==> src/rtl/mem_arb_pkg.sv <==
// Shared types and constants for the unified instruction/data memory arbiter.
package mem_arb_pkg;

    // Which port owns the read data returning from memory in the next cycle.
    typedef enum logic [1:0] {
        OWN_NONE  = 2'd0,
        OWN_INSTR = 2'd1,
        OWN_DATA  = 2'd2
    } owner_e;

    // Width of the fetch starvation counter; limits STARVE_LIMIT to 1..15.
    localparam int STARVE_CNT_W = 4;

endpackage

==> src/rtl/unified_memory_arbiter_if.sv <==
// Bundle of requester-side and memory-side signals around the arbiter.
// Handshake: a requester raises *_req and holds its address/controls stable
// until the arbiter answers with *_gnt in the same cycle; the access is
// accepted on the rising edge that ends a cycle with *_gnt high. Read data
// comes back one cycle later, qualified by *_rvalid; *_rdata is meaningful
// only while the matching *_rvalid is high.
interface unified_memory_arbiter_if #(
    parameter int AW = 10
);
    import mem_arb_pkg::*;

    // Instruction-fetch port
    logic        i_req;
    logic [31:0] i_addr;
    logic        i_gnt;
    logic        i_rvalid;
    logic [31:0] i_rdata;

    // Data port
    logic        d_req;
    logic        d_we;
    logic [3:0]  d_be;
    logic [31:0] d_addr;
    logic [31:0] d_wdata;
    logic        d_gnt;
    logic        d_rvalid;
    logic [31:0] d_rdata;

    // Single-port memory
    logic [AW-1:0] mem_address;
    logic [31:0]   mem_write_data;
    logic [3:0]    mem_write_byteenable;
    logic          mem_write_enable;
    logic [31:0]   mem_read_data;

    // Internal state made visible for observation
    logic [STARVE_CNT_W-1:0] starve_cnt;
    owner_e                  rd_owner;

    // Arbiter view
    modport slave (
        input  i_req, i_addr,
        input  d_req, d_we, d_be, d_addr, d_wdata,
        input  mem_read_data,
        output i_gnt, i_rvalid, i_rdata,
        output d_gnt, d_rvalid, d_rdata,
        output mem_address, mem_write_data, mem_write_byteenable, mem_write_enable,
        output starve_cnt, rd_owner
    );

    // Core plus memory view
    modport master (
        output i_req, i_addr,
        output d_req, d_we, d_be, d_addr, d_wdata,
        output mem_read_data,
        input  i_gnt, i_rvalid, i_rdata,
        input  d_gnt, d_rvalid, d_rdata,
        input  mem_address, mem_write_data, mem_write_byteenable, mem_write_enable,
        input  starve_cnt, rd_owner
    );

endinterface

==> src/rtl/mem_arb_starve_ctr.sv <==
// Counts consecutive cycles the fetch port has been denied while requesting.
// Saturates at LIMIT; clears whenever fetch is granted or stops requesting.
module mem_arb_starve_ctr
    import mem_arb_pkg::*;
#(
    parameter int LIMIT = 4
) (
    input  logic                    clk,
    input  logic                    reset,
    input  logic                    en,
    input  logic                    req,
    input  logic                    gnt,
    output logic [STARVE_CNT_W-1:0] cnt,
    output logic                    starving
);

    localparam logic [STARVE_CNT_W-1:0] LIMIT_V = STARVE_CNT_W'(LIMIT);

    // Saturating denial counter; only counts while arbitration is live.
    always_ff @(posedge clk or negedge reset) begin
        if (!reset) begin
            cnt <= '0;
        end else if (!req || gnt) begin
            cnt <= '0;
        end else if (en && (cnt != LIMIT_V)) begin
            cnt <= cnt + STARVE_CNT_W'(1);
        end
    end

    // Fetch must win the next contended cycle once the limit is reached.
    assign starving = (cnt == LIMIT_V);

endmodule

==> src/rtl/unified_memory_arbiter.sv <==
// Shares one single-port, 1-clk-latency byte-enabled memory between the
// instruction-fetch and data ports. Data has priority; a starvation counter
// forces one fetch grant after STARVE_LIMIT consecutive denials.
module unified_memory_arbiter
    import mem_arb_pkg::*;
#(
    parameter int AW           = 10,
    parameter int STARVE_LIMIT = 4
) (
    input  logic                     clk,
    input  logic                     reset,
    unified_memory_arbiter_if.slave  bus
);

    logic                    active;
    logic                    starving;
    logic                    d_win;
    logic                    i_win;
    logic [STARVE_CNT_W-1:0] starve_cnt;
    owner_e                  rd_owner;

    // Address bits outside the word index are deliberately ignored.
    logic unused_addr_bits;
    assign unused_addr_bits = ^{bus.i_addr[31:AW+2], bus.i_addr[1:0],
                                bus.d_addr[31:AW+2], bus.d_addr[1:0]};

    // Grants are held off until the first edge after reset release.
    always_ff @(posedge clk or negedge reset) begin
        if (!reset) begin
            active <= 1'b0;
        end else begin
            active <= 1'b1;
        end
    end

    mem_arb_starve_ctr #(
        .LIMIT (STARVE_LIMIT)
    ) u_starve_ctr (
        .clk      (clk),
        .reset    (reset),
        .en       (active),
        .req      (bus.i_req),
        .gnt      (i_win),
        .cnt      (starve_cnt),
        .starving (starving)
    );

    // Data wins unless fetch is starving and still asking; never both.
    assign d_win = active && bus.d_req && !(starving && bus.i_req);
    assign i_win = active && bus.i_req && !d_win;

    // Steer the memory port from the winner; idle cycles present the fetch address.
    always_comb begin
        bus.mem_address          = bus.i_addr[AW+1:2];
        bus.mem_write_data       = bus.d_wdata;
        bus.mem_write_enable     = 1'b0;
        bus.mem_write_byteenable = 4'b0000;
        if (d_win) begin
            bus.mem_address          = bus.d_addr[AW+1:2];
            bus.mem_write_enable     = bus.d_we;
            bus.mem_write_byteenable = bus.d_we ? bus.d_be : 4'b0000;
        end
    end

    // Remember who issued the read this cycle so the returning word is routed back.
    always_ff @(posedge clk or negedge reset) begin
        if (!reset) begin
            rd_owner <= OWN_NONE;
        end else if (i_win) begin
            rd_owner <= OWN_INSTR;
        end else if (d_win && !bus.d_we) begin
            rd_owner <= OWN_DATA;
        end else begin
            rd_owner <= OWN_NONE;
        end
    end

    assign bus.i_gnt      = i_win;
    assign bus.d_gnt      = d_win;
    assign bus.i_rvalid   = (rd_owner == OWN_INSTR);
    assign bus.d_rvalid   = (rd_owner == OWN_DATA);
    assign bus.i_rdata    = bus.mem_read_data;
    assign bus.d_rdata    = bus.mem_read_data;
    assign bus.starve_cnt = starve_cnt;
    assign bus.rd_owner   = rd_owner;

endmodule

==> src/flat_wrapper.sv <==
// flat-port wrapper written by rule: the top's interface ports become plain ports
module unified_memory_arbiter_flat import mem_arb_pkg::*;
#(
    parameter int AW           = 10,
    parameter int STARVE_LIMIT = 4
)
  (clk, reset, bus_i_req, bus_i_addr, bus_d_req, bus_d_we, bus_d_be, bus_d_addr, bus_d_wdata, bus_mem_read_data, bus_i_gnt, bus_i_rvalid, bus_i_rdata, bus_d_gnt, bus_d_rvalid, bus_d_rdata, bus_mem_address, bus_mem_write_data, bus_mem_write_byteenable, bus_mem_write_enable, bus_starve_cnt, bus_rd_owner);
  unified_memory_arbiter_if #(.AW(AW)) bus_i ();
  input  logic clk;
  input  logic reset;
  input wire logic [$bits(bus_i.i_req)-1:0] bus_i_req;
  input wire logic [$bits(bus_i.i_addr)-1:0] bus_i_addr;
  input wire logic [$bits(bus_i.d_req)-1:0] bus_d_req;
  input wire logic [$bits(bus_i.d_we)-1:0] bus_d_we;
  input wire logic [$bits(bus_i.d_be)-1:0] bus_d_be;
  input wire logic [$bits(bus_i.d_addr)-1:0] bus_d_addr;
  input wire logic [$bits(bus_i.d_wdata)-1:0] bus_d_wdata;
  input wire logic [$bits(bus_i.mem_read_data)-1:0] bus_mem_read_data;
  output wire logic [$bits(bus_i.i_gnt)-1:0] bus_i_gnt;
  output wire logic [$bits(bus_i.i_rvalid)-1:0] bus_i_rvalid;
  output wire logic [$bits(bus_i.i_rdata)-1:0] bus_i_rdata;
  output wire logic [$bits(bus_i.d_gnt)-1:0] bus_d_gnt;
  output wire logic [$bits(bus_i.d_rvalid)-1:0] bus_d_rvalid;
  output wire logic [$bits(bus_i.d_rdata)-1:0] bus_d_rdata;
  output wire logic [$bits(bus_i.mem_address)-1:0] bus_mem_address;
  output wire logic [$bits(bus_i.mem_write_data)-1:0] bus_mem_write_data;
  output wire logic [$bits(bus_i.mem_write_byteenable)-1:0] bus_mem_write_byteenable;
  output wire logic [$bits(bus_i.mem_write_enable)-1:0] bus_mem_write_enable;
  output wire logic [$bits(bus_i.starve_cnt)-1:0] bus_starve_cnt;
  output wire logic [$bits(bus_i.rd_owner)-1:0] bus_rd_owner;
  assign bus_i.i_req = bus_i_req;
  assign bus_i.i_addr = bus_i_addr;
  assign bus_i.d_req = bus_d_req;
  assign bus_i.d_we = bus_d_we;
  assign bus_i.d_be = bus_d_be;
  assign bus_i.d_addr = bus_d_addr;
  assign bus_i.d_wdata = bus_d_wdata;
  assign bus_i.mem_read_data = bus_mem_read_data;
  assign bus_i_gnt = bus_i.i_gnt;
  assign bus_i_rvalid = bus_i.i_rvalid;
  assign bus_i_rdata = bus_i.i_rdata;
  assign bus_d_gnt = bus_i.d_gnt;
  assign bus_d_rvalid = bus_i.d_rvalid;
  assign bus_d_rdata = bus_i.d_rdata;
  assign bus_mem_address = bus_i.mem_address;
  assign bus_mem_write_data = bus_i.mem_write_data;
  assign bus_mem_write_byteenable = bus_i.mem_write_byteenable;
  assign bus_mem_write_enable = bus_i.mem_write_enable;
  assign bus_starve_cnt = bus_i.starve_cnt;
  assign bus_rd_owner = bus_i.rd_owner;
  unified_memory_arbiter #(.AW(AW), .STARVE_LIMIT(STARVE_LIMIT)) u_core (.clk(clk), .reset(reset), .bus(bus_i));
endmodule
==> config.mk <==
export PLATFORM = sky130hd
export DESIGN_NAME = unified_memory_arbiter_flat
export DESIGN_NICKNAME = d
export VERILOG_FILES = /design/src/rtl/mem_arb_pkg.sv /design/src/rtl/unified_memory_arbiter_if.sv /design/src/rtl/mem_arb_starve_ctr.sv /design/src/rtl/unified_memory_arbiter.sv /design/src/flat_wrapper.sv
export SDC_FILE = /design/constraint.sdc
export NUM_CORES = 1
export LEC_CHECK = 0
export CAP_MARGIN = 40
export CORE_AREA = 2 2 100 102
export CTS_BUF_LIST = sky130_fd_sc_hd__clkbuf_16
export DETAILED_ROUTE_END_ITERATION = 16
export DIE_AREA = 0 0 102 104
export PLACE_DENSITY_LB_ADDON = 0.08
export SETUP_SLACK_MARGIN = 0.05
export SLEW_MARGIN = 40
export SYNTH_ARGS = -nofsm -noshare
export SYNTH_HDL_FRONTEND = slang
export SYNTH_SLANG_ARGS = --single-unit
==> constraint.sdc <==
create_clock -name clk -period 1.85 [get_ports clk]
set_clock_uncertainty 0.1 [all_clocks]
set_input_delay 0.185 -clock clk [delete_from_list [all_inputs] [get_ports clk]]
set_output_delay 0.185 -clock clk [all_outputs]
set_load 0.02 [all_outputs]
==> run_results.csv, run 1 <==
group,metric,value,unit
synthesis,synth_xor_area_frac,0,
worst_setup_path,worstSetupEndpointType,"output pin",
detailed_routing,dr.pass1.iters,2,
clock_network,numCtsBuffers,3,
final_layout,fin_area,1480,µm²
clock_network,cts.sinks,7,
detailed_routing,wl_per_cell,12.6,µm
clock_network,cts_tree,"yes",
synthesis,synth.area.mux_share,0.0914,
timing,rsz0062_at_grt,"true",
die,core,9550,µm²
global_route,antenna_found_initial,0,
detailed_routing,drt-total-wl,3180,µm
placement,dpl.hpwl,2610,µm
hold_path,hp-class,"input port to asynchronous set/reset pin",
clock_network,clk_path_buf_depth,2,
synthesis,async_flop_share,1.00,
worst_setup_path,critPathMaxFanout,5,
die,row_count,36,
die,start_util,0.129,
synthesis,syn_inst,146,
synthesis,synth-seq-area-share,0.142,
power_and_ir_drop,cellPowerDensity,534,nW/µm²
placement,io_buffers,53,
synthesis,synth_compound_area_frac,0.0467,
status,violations,"negative setup slack",
timing,slew_viol_final,0,
die,io_pins,258,
die,die_x,102,µm
synthesis,synth_edf_count,0,
synthesis,yosys.cell_types.count,25,
clock_network,hold_buffers,0,
final_layout,final_cells,252,
synthesis,synthDominantCellAreaShare,0.585,
synthesis,yosys.area.top_type,"buf_4",
worst_setup_path,reg2reg_slack,0.15,ns
die,die-area,10600,µm²
worst_setup_path,cp-startpoint,"u_core.u_starve_ctr.cnt[0]",
synthesis,synth_warnings,0,
final_layout,nFillCells,1109,
synthesis,netlist_area,1230,µm²
worst_setup_path,crit_type,"flop to output pin",
worst_setup_path,rr_startpoint,"u_core.u_starve_ctr.cnt[0]",
timing,period_share,1.07,
timing,finalCriticalPeriod,1.98,ns
synthesis,synthAdderAreaFrac,0.0203,
global_route,gr-usage-all-layers,0.0594,
synthesis,ys_ff_latch,7,
placement,placed_cells,246,
timing,setup_viol,16,
global_route,grt_first_pass_wirelength,4750,µm
synthesis,syn_nets,285,
timing,hold_viol,0,
placement,gp_congestion,0.616,
worst_setup_path,worstPathArrival,1.69,ns
worst_setup_path,r2r_end,"u_core.u_starve_ctr.cnt[3]",
final_layout,area_delta_synth_final,20.4,%
status,status,"complete, but fails checks",
worst_setup_path,reg2reg_depth,7,
synthesis,yosysMostFrequentCell,"buf_4",
global_route,grt_start_max_net_pins,9,
die,die_h,104,µm
synthesis,synth_commonest_cells,"buf_4, mux2_2, dfrtp_1",
synthesis,synth_ff_type,"dfrtp_1",
worst_setup_path,start_kind,"flop",
placement,dpl_cell_area,1290,µm²
clock_network,h-tree-depth,1,
detailed_routing,routed-via-count,757,
detailed_routing,avgViaCountPerCell,3.00,
final_layout,drive_gt1_frac,0.429,
worst_setup_path,worst_ep_required_time,1.56,ns
global_route,grt_overflow,0,
final_layout,diodes,0,
flow_run,maxCapViolCount,0,
timing,fmaxAchievable,505,MHz
detailed_routing,antenna_left,0,
synthesis,post_synth.cell_area_avg,8.44,µm²
clock_network,clock_tree.root_cell,"clkbuf_16",
detailed_routing,drc_errors,0,
clock_network,clock_latency,0.23,ns
timing,fin_ws,-0.130,ns
synthesis,synth-simple-area-share,0.0934,
final_layout,layout.nets,259,
synthesis,netlist_top_cells_area,"buf_4, dfrtp_1, mux2_2",
detailed_routing,drt_first_iter_violations,10,
power_and_ir_drop,leakage,0.000664,µW
clock_network,clk_pin_slew,0.04,ns
global_route,grt_pass1_vias,851,
synthesis,synth_top_family_by_area,"buffers and inverters",
power_and_ir_drop,peakVddDrop,205,µV
-- registers in the layout, indices dropped and copies added (netlist names) --
register	flops
u_core.active	1
u_core.u_starve_ctr.cnt	4
u_core.bus.rd_owner	2
-- area by class of cell --
cell class                 count  area, µm²  area share
clock buffer                   3       75.1      0.0506
multi-input combinational     39        390       0.263
clock inverter                 1       3.75     0.00253
timing repair buffer          66        657       0.443
sequential                     7        175       0.118
inverter                       3       16.3      0.0110
tap                          133        166       0.112
-- through the flow --
step | total power (µW) | setup WS (ns) | util | TNS (ns) | hold WS, ns
6_report | 792 | -0.130 | 0.155 | -1.66 | 0.164
5_1_grt | 838 | -0.234 | 0.155 | -3.52 | 0.195
4_1_cts | 807 | -0.147 | 0.154 | -1.99 | 0.179
3_5_place_dp | 390 | -0.418 | 0.135 | -5.93 | 0.270
3_3_place_gp | 392 | -0.410 | 0.135 | -5.77 | 0.270
2_1_floorplan | 547 | 0.0577 | - | 0 | -0.211
-- layer usage --
metal	up-vias	routed length [µm]	GRT usage
li1	318	-	-
met1	315	877	0.0518
met2	89	1440	0.0916
met3	35	592	0.0343
met4	0	261	0.0581
met5	-	0	0
-- power breakdown --
part	internal [µW]	switching [µW]
registers	159	3.66
clock network	282	90.4
logic	156	101
total	597	195
-- how the worst max path moves through the flow --
| stage | endpoint | slack [ns] | depth (start not counted) |
|---|---|---|---|
| detailed placement | bus_mem_address[7] | -0.42 | 6 |
| finish | bus_mem_address[1] | -0.13 | 7 |
| global route | bus_mem_address[1] | -0.23 | 7 |
| floorplan | bus_mem_address[0] | 0.06 | 6 |
| CTS | bus_mem_address[1] | -0.15 | 7 |
| global placement | bus_mem_address[0] | -0.41 | 6 |
-- worst max-delay path, cell delays in order, from the launching register on --
cell,delay (ns)
dfrtp_1,0.38
inv_2,0.08
ha_4,0.12
nand4b_1,0.15
nand3_4,0.15
buf_12,0.14
mux2_4,0.30
buf_6,0.13
-- cells by family (layout without fill, tap and decap cells) --
kind of cell	after synthesis	count (layout)
buffers and inverters	100	73
and+or+nand+nor	19	19
muxes	10	10
AOI/OAI and AO/OA	7	7
DFF	7	7
adders and majority gates	2	2
other	1	1
-- timing repair --
| action | 4_1_cts | 5_1_grt |
|---|---|---|
| setup buffers | 1 | 0 |
| pin swaps | 2 | 0 |
| gates cloned | 1 | 0 |
| gates resized for setup | 115 | 1 |
| endpoints found under the setup margin | 17 | 18 |
-- cell usage in the layout (no fill, tap or decap) --
cell and instances:
o21ai_0 1, nor2_1 1, ha_4 1, nand3_1 1, a32o_1 1, inv_1 1
and2_1 1, buf_6 11, a21oi_1 1, nand4b_1 1, inv_6 1, a22oi_1 1
inv_2 2, and3_2 1, and3_1 4, dfrtp_1 7, nor2b_1 3, nand2b_1 1
o41ai_4 1, mux2_4 10, nand3_4 1, buf_2 1, nor2_4 1, o22ai_1 1
conb_1 1, ha_1 1, buf_4 16, buf_12 1, and3b_1 1, clkdlybuf4s50_1 36
clkbuf_16 3, nand2_1 3, a21boi_0 1, buf_16 1
(Power assumes the default switching activity.)
==> run 2, diff against run 1 <==
--- a/config.mk
+++ b/config.mk
@@ -12,4 +12,5 @@
 export DIE_AREA = 0 0 102 104
 export PLACE_DENSITY_LB_ADDON = 0.08
+export REMOVE_ABC_BUFFERS = 1
 export SETUP_SLACK_MARGIN = 0.05
 export SLEW_MARGIN = 40
==> constraint.sdc (replaced) <==
create_clock -name clk -period 1.85 [get_ports clk]
set_clock_uncertainty 0.1 [all_clocks]
set_input_delay 0.2775 -clock clk [delete_from_list [all_inputs] [get_ports clk]]
set_output_delay 0.2775 -clock clk [all_outputs]
set_load 0.02 [all_outputs]
==> run_results.csv, run 2 (same netlist as run 1, synthesis figures left out) <==
group,metric,value,unit
detailed_routing,wl_per_cell,44.3,µm
power_and_ir_drop,cellPowerDensity,523,nW/µm²
detailed_routing,drt_first_iter_violations,19,
final_layout,area_delta_synth_final,21.6,%
die,io_pins,258,
global_route,gr-usage-all-layers,0.204,
final_layout,final_cell_mix,"clkdlybuf4s50_1, buf_4, mux2_4, buf_6, dfrtp_1",
detailed_routing,antenna_left,0,
final_layout,layout.nets,261,
die,die_h,104,µm
final_layout,final_cells,254,
worst_setup_path,crit_type,"flop to output pin",
status,status,"complete, but fails checks",
global_route,grt_pass1_vias,999,
clock_network,clk_pin_slew,0.04,ns
placement,io_buffers,53,
timing,fmaxAchievable,472,MHz
clock_network,numCtsBuffers,3,
worst_setup_path,worst_ep_required_time,1.47,ns
final_layout,regMostFlops,"u_core.u_starve_ctr.cnt",
worst_setup_path,reg2reg_slack,0.19,ns
flow_run,maxCapViolCount,0,
detailed_routing,wl_met1,1030,µm
timing,rsz0062_at_grt,"true",
clock_network,h-tree-depth,1,
power_and_ir_drop,power,785,µW
final_layout,diodes,0,
timing,fin_ws,-0.269,ns
worst_setup_path,cp_num_cells,7,
timing,period_share,1.15,
timing,finalCriticalPeriod,2.12,ns
global_route,antenna_found_initial,0,
worst_setup_path,cpMaxStageDelayCell,"dfrtp_1",
detailed_routing,wl_met2,5970,µm
final_layout,drive_gt1_frac,0.438,
placement,placed_cells,246,
timing,hold_viol,0,
power_and_ir_drop,leakage,0.000685,µW
die,die-area,10600,µm²
worst_setup_path,worstSetupEndpointType,"output pin",
die,row_count,36,
global_route,grt_overflow,0,
status,violations,"negative setup slack",
clock_network,clock_latency,0.23,ns
clock_network,cts.sinks,7,
detailed_routing,drt-total-wl,11300,µm
final_layout,final_common_cell,"clkdlybuf4s50_1",
final_layout,largest_reg_flops,4,
worst_setup_path,reg2reg_depth,7,
detailed_routing,top_layer_used,"met5",
clock_network,clock_tree.root_cell,"clkbuf_16",
hold_path,hp-class,"input port to asynchronous set/reset pin",
detailed_routing,dr.pass1.iters,4,
worst_setup_path,critPathMaxFanout,6,
placement,dpl.hpwl,10500,µm
worst_setup_path,crit_family,"flip-flops",
worst_setup_path,crit_buf_inv,3,
placement,gp_congestion,0.795,
final_layout,reg.largest.list,"u_core.u_starve_ctr.cnt x4, u_core.bus.rd_owner x2, u_core.active x1",
power_and_ir_drop,peakVddDrop,181,µV
worst_setup_path,max_stage_delay,0.38,ns
detailed_routing,routed-via-count,903,
detailed_routing,avgViaCountPerCell,3.56,
clock_network,clk_path_buf_depth,2,
die,die_x,102,µm
timing,timing.hold.ws,0.248,ns
timing,slew_viol_final,0,
global_route,grt_first_pass_wirelength,13200,µm
die,core,9550,µm²
timing,setup_viol,17,
detailed_routing,drc_errors,0,
placement,place_worst_setup_slack,-0.632,ns
worst_setup_path,crit_chain,"inv_2, ha_4, nand4b_1, nand3_4, buf_8, mux2_4, buf_6",
clock_network,hold_buffers,0,
detailed_routing,wl_met3,3460,µm
global_route,grt_start_max_net_pins,9,
clock_network,cts_tree,"yes",
worst_setup_path,worstPathArrival,1.74,ns
die,start_util,0.129,
worst_setup_path,start_kind,"flop",
run 2: per-stage QoR:
| stage | util | setup TNS (ns) | area [µm²] |
|---|---|---|---|
| after floorplan | - | -1.79 | 500 |
| after global placement | 0.135 | -10.37 | 1290 |
| after detailed placement | 0.135 | -10.11 | 1290 |
| after CTS | 0.159 | -4.02 | 1520 |
| after global routing | 0.157 | -5.13 | 1500 |
| final | 0.157 | -3.83 | 1500 |
run 2: report_power, final:
part	internal (µW)	total, µW	switching (µW)
sequential	159	162	3.62
combinational	155	256	101
clock	281	366	84.2
total	595	785	189
run 2: what timing repair did:
item / 4_1_cts / 5_1_grt
hold endpoints to repair: 0 / 0
resized for setup: 102 / 5
pin swaps: 3 / 2
setup endpoints to repair: 17 / 18
setup buffers: 3 / 2
cloned: 1 / 0
run 2: final cells by class:
cell class                      count  area [µm²]
Fill cell                        1119        8050
Multi-Input combinational cell     39         379
Clock buffer                        3        75.1
Sequential cell                     7         175
Clock inverter                      1        3.75
Timing Repair Buffer               68         688
Inverter                            3        11.3
Tap cell                          133         166
run 2: per-layer routing:
layer  vias to the layer above  track usage
met3                        39        0.276
met4                         2        0.118
li1                        321            -
met5                         -       0.0256
met2                       211        0.383
met1                       330       0.0570
run 2: worst paths after layout:
| kind | from | to |
|---|---|---|
| worst max-delay path | u_core.u_starve_ctr.cnt[0] | bus_mem_address[9] |
| worst min-delay path | reset | u_core.bus.rd_owner[1] |
| worst max register to register | u_core.u_starve_ctr.cnt[0] | u_core.u_starve_ctr.cnt[3] |
| worst min register to register | u_core.u_starve_ctr.cnt[0] | u_core.u_starve_ctr.cnt[0] |
| max in group asynchronous | reset | u_core.active |
| min in group clk | bus_i_req | u_core.u_starve_ctr.cnt[2] |
==> run 3, diff against run 2 <==
Settings changed: HOLD_SLACK_MARGIN set to 0.12.
==> results of run 3 <==
No change in the layout: final DEF, timing and power equal those of run 2.
